File: config.mk
export PLATFORM = sky130hd
export DESIGN_NAME = direction_scheduler
export DESIGN_NICKNAME = d
export VERILOG_FILES = /design/src/rtl/direction_scheduler.sv
export SDC_FILE = /design/constraint.sdc
export NUM_CORES = 1
export LEC_CHECK = 0
export ABC_AREA = 1
export CELL_PAD_IN_SITES_DETAIL_PLACEMENT = 0
export CELL_PAD_IN_SITES_GLOBAL_PLACEMENT = 1
export CORE_MARGIN = 2
export CORE_UTILIZATION = 40
export DETAILED_ROUTE_END_ITERATION = 10
export PLACE_DENSITY_LB_ADDON = 0.1
export REMOVE_ABC_BUFFERS = 1
export SLEW_MARGIN = 20
export SYNTH_ARGS = -nofsm -noshare
export SYNTH_HDL_FRONTEND = slang
export SYNTH_SLANG_ARGS = --single-unit
File: constraint.sdc
create_clock -name clk -period 7.7 [get_ports clk]
set_clock_uncertainty 0.05 [all_clocks]
set_input_delay 1.54 -clock clk [delete_from_list [all_inputs] [get_ports clk]]
set_output_delay 1.54 -clock clk [all_outputs]
set_load 0.02 [all_outputs]
File: src/rtl/direction_scheduler.sv
// Debounced four-button direction input with a small queue of legal turns,
// releasing one queued direction per game tick.
module direction_scheduler #(
  parameter int unsigned DEBOUNCE_CYCLES = 1_000_000,
  parameter int unsigned QUEUE_DEPTH     = 2,
  parameter logic [1:0]  INIT_DIR        = 2'b11
) (
  input  logic       clk,
  input  logic       reset,
  input  logic       btn_up,
  input  logic       btn_down,
  input  logic       btn_left,
  input  logic       btn_right,
  input  logic       tick,
  output logic [1:0] dir,
  output logic       dir_update,
  output logic [2:0] q_count,
  output logic       press_drop
);

  localparam int unsigned CW = (DEBOUNCE_CYCLES > 1) ? $clog2(DEBOUNCE_CYCLES) : 1;
  localparam int unsigned PW = $clog2(QUEUE_DEPTH);
  localparam logic [CW-1:0] CNT_LAST = CW'(DEBOUNCE_CYCLES - 1);
  localparam logic [2:0]    Q_FULL   = 3'(QUEUE_DEPTH);

  typedef enum logic [1:0] {
    RELEASED,
    CONFIRM_PRESS,
    PRESSED,
    CONFIRM_RELEASE
  } db_state_t;

  // Bit index equals the direction code, so index order is also the priority order.
  logic [3:0] btn_raw;
  logic [3:0] sync_a, sync_b;
  logic [3:0] press_evt;

  db_state_t     db_state [4];
  db_state_t     db_next  [4];
  logic [CW-1:0] db_cnt   [4];
  logic [CW-1:0] cnt_next [4];

  assign btn_raw = {btn_right, btn_left, btn_down, btn_up};

  always_ff @(posedge clk or negedge reset) begin
    if (!reset) begin
      sync_a <= '0;
      sync_b <= '0;
      for (int unsigned i = 0; i < 4; i++) begin
        db_state[i] <= RELEASED;
        db_cnt[i]   <= '0;
      end
    end else begin
      sync_a <= btn_raw;
      sync_b <= sync_a;
      for (int unsigned i = 0; i < 4; i++) begin
        db_state[i] <= db_next[i];
        db_cnt[i]   <= cnt_next[i];
      end
    end
  end

  always_comb begin
    for (int unsigned i = 0; i < 4; i++) begin
      db_next[i]   = db_state[i];
      cnt_next[i]  = db_cnt[i];
      press_evt[i] = 1'b0;
      case (db_state[i])
        RELEASED:
          if (sync_b[i]) begin
            db_next[i]  = CONFIRM_PRESS;
            cnt_next[i] = '0;
          end
        CONFIRM_PRESS:
          if (!sync_b[i]) begin
            db_next[i] = RELEASED;
          end else if (db_cnt[i] == CNT_LAST) begin
            db_next[i]   = PRESSED;
            press_evt[i] = 1'b1;
          end else begin
            cnt_next[i] = db_cnt[i] + 1'b1;
          end
        PRESSED:
          if (!sync_b[i]) begin
            db_next[i]  = CONFIRM_RELEASE;
            cnt_next[i] = '0;
          end
        CONFIRM_RELEASE:
          if (sync_b[i]) begin
            db_next[i] = PRESSED;
          end else if (db_cnt[i] == CNT_LAST) begin
            db_next[i] = RELEASED;
          end else begin
            cnt_next[i] = db_cnt[i] + 1'b1;
          end
        default: db_next[i] = RELEASED;
      endcase
    end
  end

  logic [1:0]    q_mem [QUEUE_DEPTH];
  logic [PW-1:0] rd_ptr, wr_ptr;
  logic          win_valid, loser_any, pop, push, drop_next;
  logic [1:0]    win_dir, ref_dir;

  always_comb begin
    win_valid = 1'b0;
    win_dir   = '0;
    for (int unsigned i = 0; i < 4; i++) begin
      if (press_evt[i] && !win_valid) begin
        win_valid = 1'b1;
        win_dir   = 2'(i);
      end
    end
    loser_any = win_valid && ((press_evt & ~(4'b0001 << win_dir)) != '0);
    // Reference is taken before any pop on this edge.
    ref_dir   = (q_count != '0) ? q_mem[wr_ptr - 1'b1] : dir;
    pop       = tick && (q_count != '0);
    push      = win_valid && (win_dir != ref_dir) && (win_dir != (ref_dir ^ 2'b01))
                && ((q_count != Q_FULL) || pop);
    drop_next = (win_valid && !push) || loser_any;
  end

  always_ff @(posedge clk or negedge reset) begin
    if (!reset) begin
      dir        <= INIT_DIR;
      dir_update <= 1'b0;
      press_drop <= 1'b0;
      q_count    <= '0;
      rd_ptr     <= '0;
      wr_ptr     <= '0;
      for (int unsigned i = 0; i < QUEUE_DEPTH; i++) q_mem[i] <= '0;
    end else begin
      dir_update <= pop;
      press_drop <= drop_next;
      if (push) begin
        q_mem[wr_ptr] <= win_dir;
        wr_ptr        <= wr_ptr + 1'b1;
      end
      if (pop) begin
        dir    <= q_mem[rd_ptr];
        rd_ptr <= rd_ptr + 1'b1;
      end
      case ({push, pop})
        2'b10:   q_count <= q_count + 1'b1;
        2'b01:   q_count <= q_count - 1'b1;
        default: q_count <= q_count;
      endcase
    end
  end

endmodule

# Word level (Yosys, flattened, before mapping)
# Cells that the tools add are included.
# totals
register_bits	109
inputBits	7
wordCells	196
# classes
add_sub_neg	9
n_lt_le_gt_ge	4
eq_ne	45
shift	1
mux	82
bitwise_logic	6
n_reduce_logical	31
# op_table
op	count
20-bit 2-to-1 mux	20
20-bit case mux with 4 select lines	4
20-bit by 1-bit adder with 20-bit output, second input constant	4
20-bit equality test, second input constant	4
2-bit 2-to-1 mux	34
2-bit inequality test, second input constant	16
2-bit case mux with 4 select lines	4
4-bit AND reduction	8
3-bit inequality test, second input constant	8
2-bit equality test, second input constant	9
1-bit 2-to-1 mux	17
2-bit by 1-bit equality test with 1-bit output, second input constant	5
1-bit logical AND	10
2-bit logical NOT	4
2-bit greater-or-equal comparator, second input constant	3
1-bit inverter with 2-bit output	3
3-bit case mux with 2 select lines	1
4-bit bitwise AND	1
4-bit bitwise mux	1
1-bit logical NOT	4
2-bit inequality test	2
4-bit inverter	1
4-bit nonzero test	1
1-bit by 2-bit << shifter with 4-bit output, first input constant	1
11 further kinds	13

# Longest topological paths before layout
# logic_depth
depth_word	21
mapped_depth	18

# Worst setup path after synthesis
# Ideal clock, no wire load.
# synth_timing
path_kind	input port to flip-flop
from	input tick
to	register q_count[2]
setup_ns	0.129
arrival_time_ns	2.894
path_slack_ns	4.626
path_stages	11
n_path_buf	0
path_cell_list	nand2_1 > nand3_1 > nand2_1 > clkinv_2 > nand2_4 > ha_1 > inv_1 > fa_1 > a21oi_1 > o21ai_0 > xnor2_1
# synth_between
elab_chain_cells	5
# synth_rtl
element	line	text
from (decl)	14	input logic tick,
1-bit logical AND (*)	118	pop = tick && (q_count != '0);
1-bit logical OR	120	&& ((q_count != Q_FULL) || pop);
1-bit logical AND	120	
2-bit by 1-bit equality test with 1-bit output or 2-bit equality test (tied branches)	144	case ({push, pop})
3-bit case mux with 2 select lines or 2-bit nonzero test (tied branches)	n/a	
to (signal assigned)	145	2'b10: q_count <= q_count + 1'b1;
to (signal assigned)	146	2'b01: q_count <= q_count - 1'b1;
to (signal assigned)	147	default: q_count <= q_count;
to (decl)	17	output logic [2:0] q_count,
# Every way passes the cells marked *; elsewhere a longest branch is shown, timed or not.
# A chain may end at the register's enable or synchronous reset.

# Final worst setup path
# Same ends and word-level chain as after synthesis.

==> qor.yml <==
clocking:
  cts_tree: "built"
  clk_path_buf_depth: 2
  cts.sinks: 109
  htreeDepth: 3
  cts_resized: 0
  cts_hold_buf: 0
  root_buffer: "clkbuf_16"
  numCtsBuffers: 9
  insertion_delay_ps: 360
  cts_setup_buffers: 0
  path_clk_slew_ps: 70
floorplanning:
  rows: 46
  die_y_um: 130
  design.core.area_um2: 15700
  floorplan.initialDensity_pct: 40.3
  fp.dieW_um: 130
  ios: 14
  dieArea_um2: 16900
global_routing:
  antenna_found_initial: 0
  track_usage_pct: 18.2
  grt_pass1_vias: 4923
  grt_max_degree: 66
  grt_pass1_wl_um: 24300
  grt-ovfl-total: 0
critical_path:
  path_class: "input port to register"
  setup.worst_path.start: "tick"
  cp-start-kind: "input port"
  critPathMaxFanout: 7
  rr_startpoint: "db_cnt[61]"
  cp.arrival_ps: 3430
  critPathCaptureType: "register"
  required_ps: 7890
  r2r_slack_ps: 4910
  reg2reg_depth: 17
  reg2reg_to: "q_count[2]"
sta:
  fin_crit_sh_pct: 42.1
  hold_viol: 0
  rsz0062_at_grt: "no"
  drv_slew: 0
  worst_slack_ps: 4460
  worst_slew_pin_slew_ps: 845
  slew_headroom_pct: 43.6
  max_freq_ghz: 0.309
  tns_ps: 0
  fin_crit_ps: 3240
  setup_viol: 0
route:
  wl_um: 13900
  firstDrtPassIters: 7
  drtIter0Drc: 263
  wire_per_inst_um: 13.6
  viasPerCell: 5.01
  vias: 5147
  drc: 0
  postRouteAntennaNets: 0
pwr:
  leakagePower_nw: 2.82
  power_density_nw_per_um2: 164
  peakVddDrop_mv: 0.119
synthesis:
  netlist_instances: 798
  synthFlopType: "dfrtp_1"
  async_reset_ff_share_pct: 100
  ys_ff_latch: 109
  ys_warn_count: 0
  syn-cell-area_um2: 6340
  synth-edff-count: 0
  avgSynthCellArea_um2: 7.94
  ys_types: 48
  seq_area_frac_synth_pct: 43.1
cells_and_area:
  layout_common_cells: "nand2_1, dfrtp_1, inv_1"
  final_nets: 819
  design_area_um2: 6950
  final_layout_size_suffix_gt1_share_pct: 9.86
  fin_cells: 1027
  antennaDiodeCount: 0
  final_common_cell: "nand2_1"
  synthToLayoutAreaGrowth_pct: 9.61
flow_run:
  cap_violations: 0
min_path:
  worstHoldEndpoint: "sync_b[2]"
  holdCritPathClass: "register to register"
  whs_path_depth: 0
  hp-start: "sync_a[2]"
placed_design:
  gp_congestion: 0.864
  dp_hpwl_um: 10200
  port_buffers: 13
  dpl.cell_count: 1011
  place_area_um2: 6640
  place_ws_ps: 4090
status:
  status: "finished clean"
==> through the flow <==
step	power (mW)	utilization, %	hold slack (ps)
after global routing	1.20	44.2	310
after detailed placement	0.666	42.3	289
final	1.14	44.2	303
after CTS	1.16	44.2	307
after floorplan	0.637	-	281
after global placement	0.666	42.3	284
==> cell usage after synthesis, types with 7 or more instances <==
master,instances,area share (%)
nand4_1,30,3.0
nand2_2,7,0.69
a21oi_1,15,1.2
o21ai_0,29,2.3
nor2_2,9,0.89
o21ai_1,21,1.7
buf_2,9,0.71
o31ai_1,27,3.2
nor2_1,72,4.3
inv_1,87,5.2
inv_2,14,0.83
nor3_1,28,2.2
dfrtp_1,107,42
xnor2_1,10,1.4
xor2_1,35,4.8
nand2_1,179,11
nand3_1,42,3.3
==> flip-flops by register name, summed over array words and instances, names as in the netlist, 2 cells and up, named ones only <==
register / cells
db_cnt: 80
db_state: 4
dir: 2
q_count: 3
q_mem: 4
sync_a: 4
sync_b: 4
==> routing by layer <==
metal  vias to the layer above  part of all wire [%]  GRT usage, %
met5                         -                     0             0
met4                         0                   1.1          4.17
met3                        13                   3.3          4.47
met2                        68                    45          28.1
met1                      2412                    51          25.9
li1                       2654                     -             -
==> area by class of cell <==
class	count	area [µm²]
clock buffers	10	239
clock inverters	6	70.1
flip-flops and latches	109	2730
repair buffers	14	135
multi-input cells	567	3100
inverters	105	400
well taps	216	270
fillers	1598	8760
==> how the worst max path moves through the flow <==
stage            endpoint  slack (ps)  depth (start not counted)
2_1_floorplan  q_count[2]        4630                         11
3_3_place_gp   q_count[2]        4090                         12
3_5_place_dp   q_count[2]        4090                         12
4_1_cts        q_count[2]        4470                         12
5_1_grt        q_count[2]        4310                         12
6_report       q_count[2]        4460                         12
==> logic make-up after synthesis <==
family          after synthesis  synth area share, %
compound gates              108                 10.1
xor+xnor                     45                 6.22
fa+ha+maj                     6                 1.30
buf+inv                     122                 7.97
flops                       109                 43.1
mux                           1                0.178
simple gates                407                 31.2
==> report_power, final <==
part | internal [mW] | switching, mW
sequential | 0.583 | 0.0114
combinational | 0.0145 | 0.0446
clock | 0.264 | 0.220
total | 0.862 | 0.276
==> critical path: stages <==
cell,delay [ps]
clkdlybuf4s50_1,400
nand2_1,120
nand3_1,90
nand2_1,90
clkinv_2,130
nand2_4,110
ha_1,130
inv_1,60
fa_1,370
a21oi_1,140
o21ai_0,110
xnor2_1,140
(Power assumes the default switching activity.)
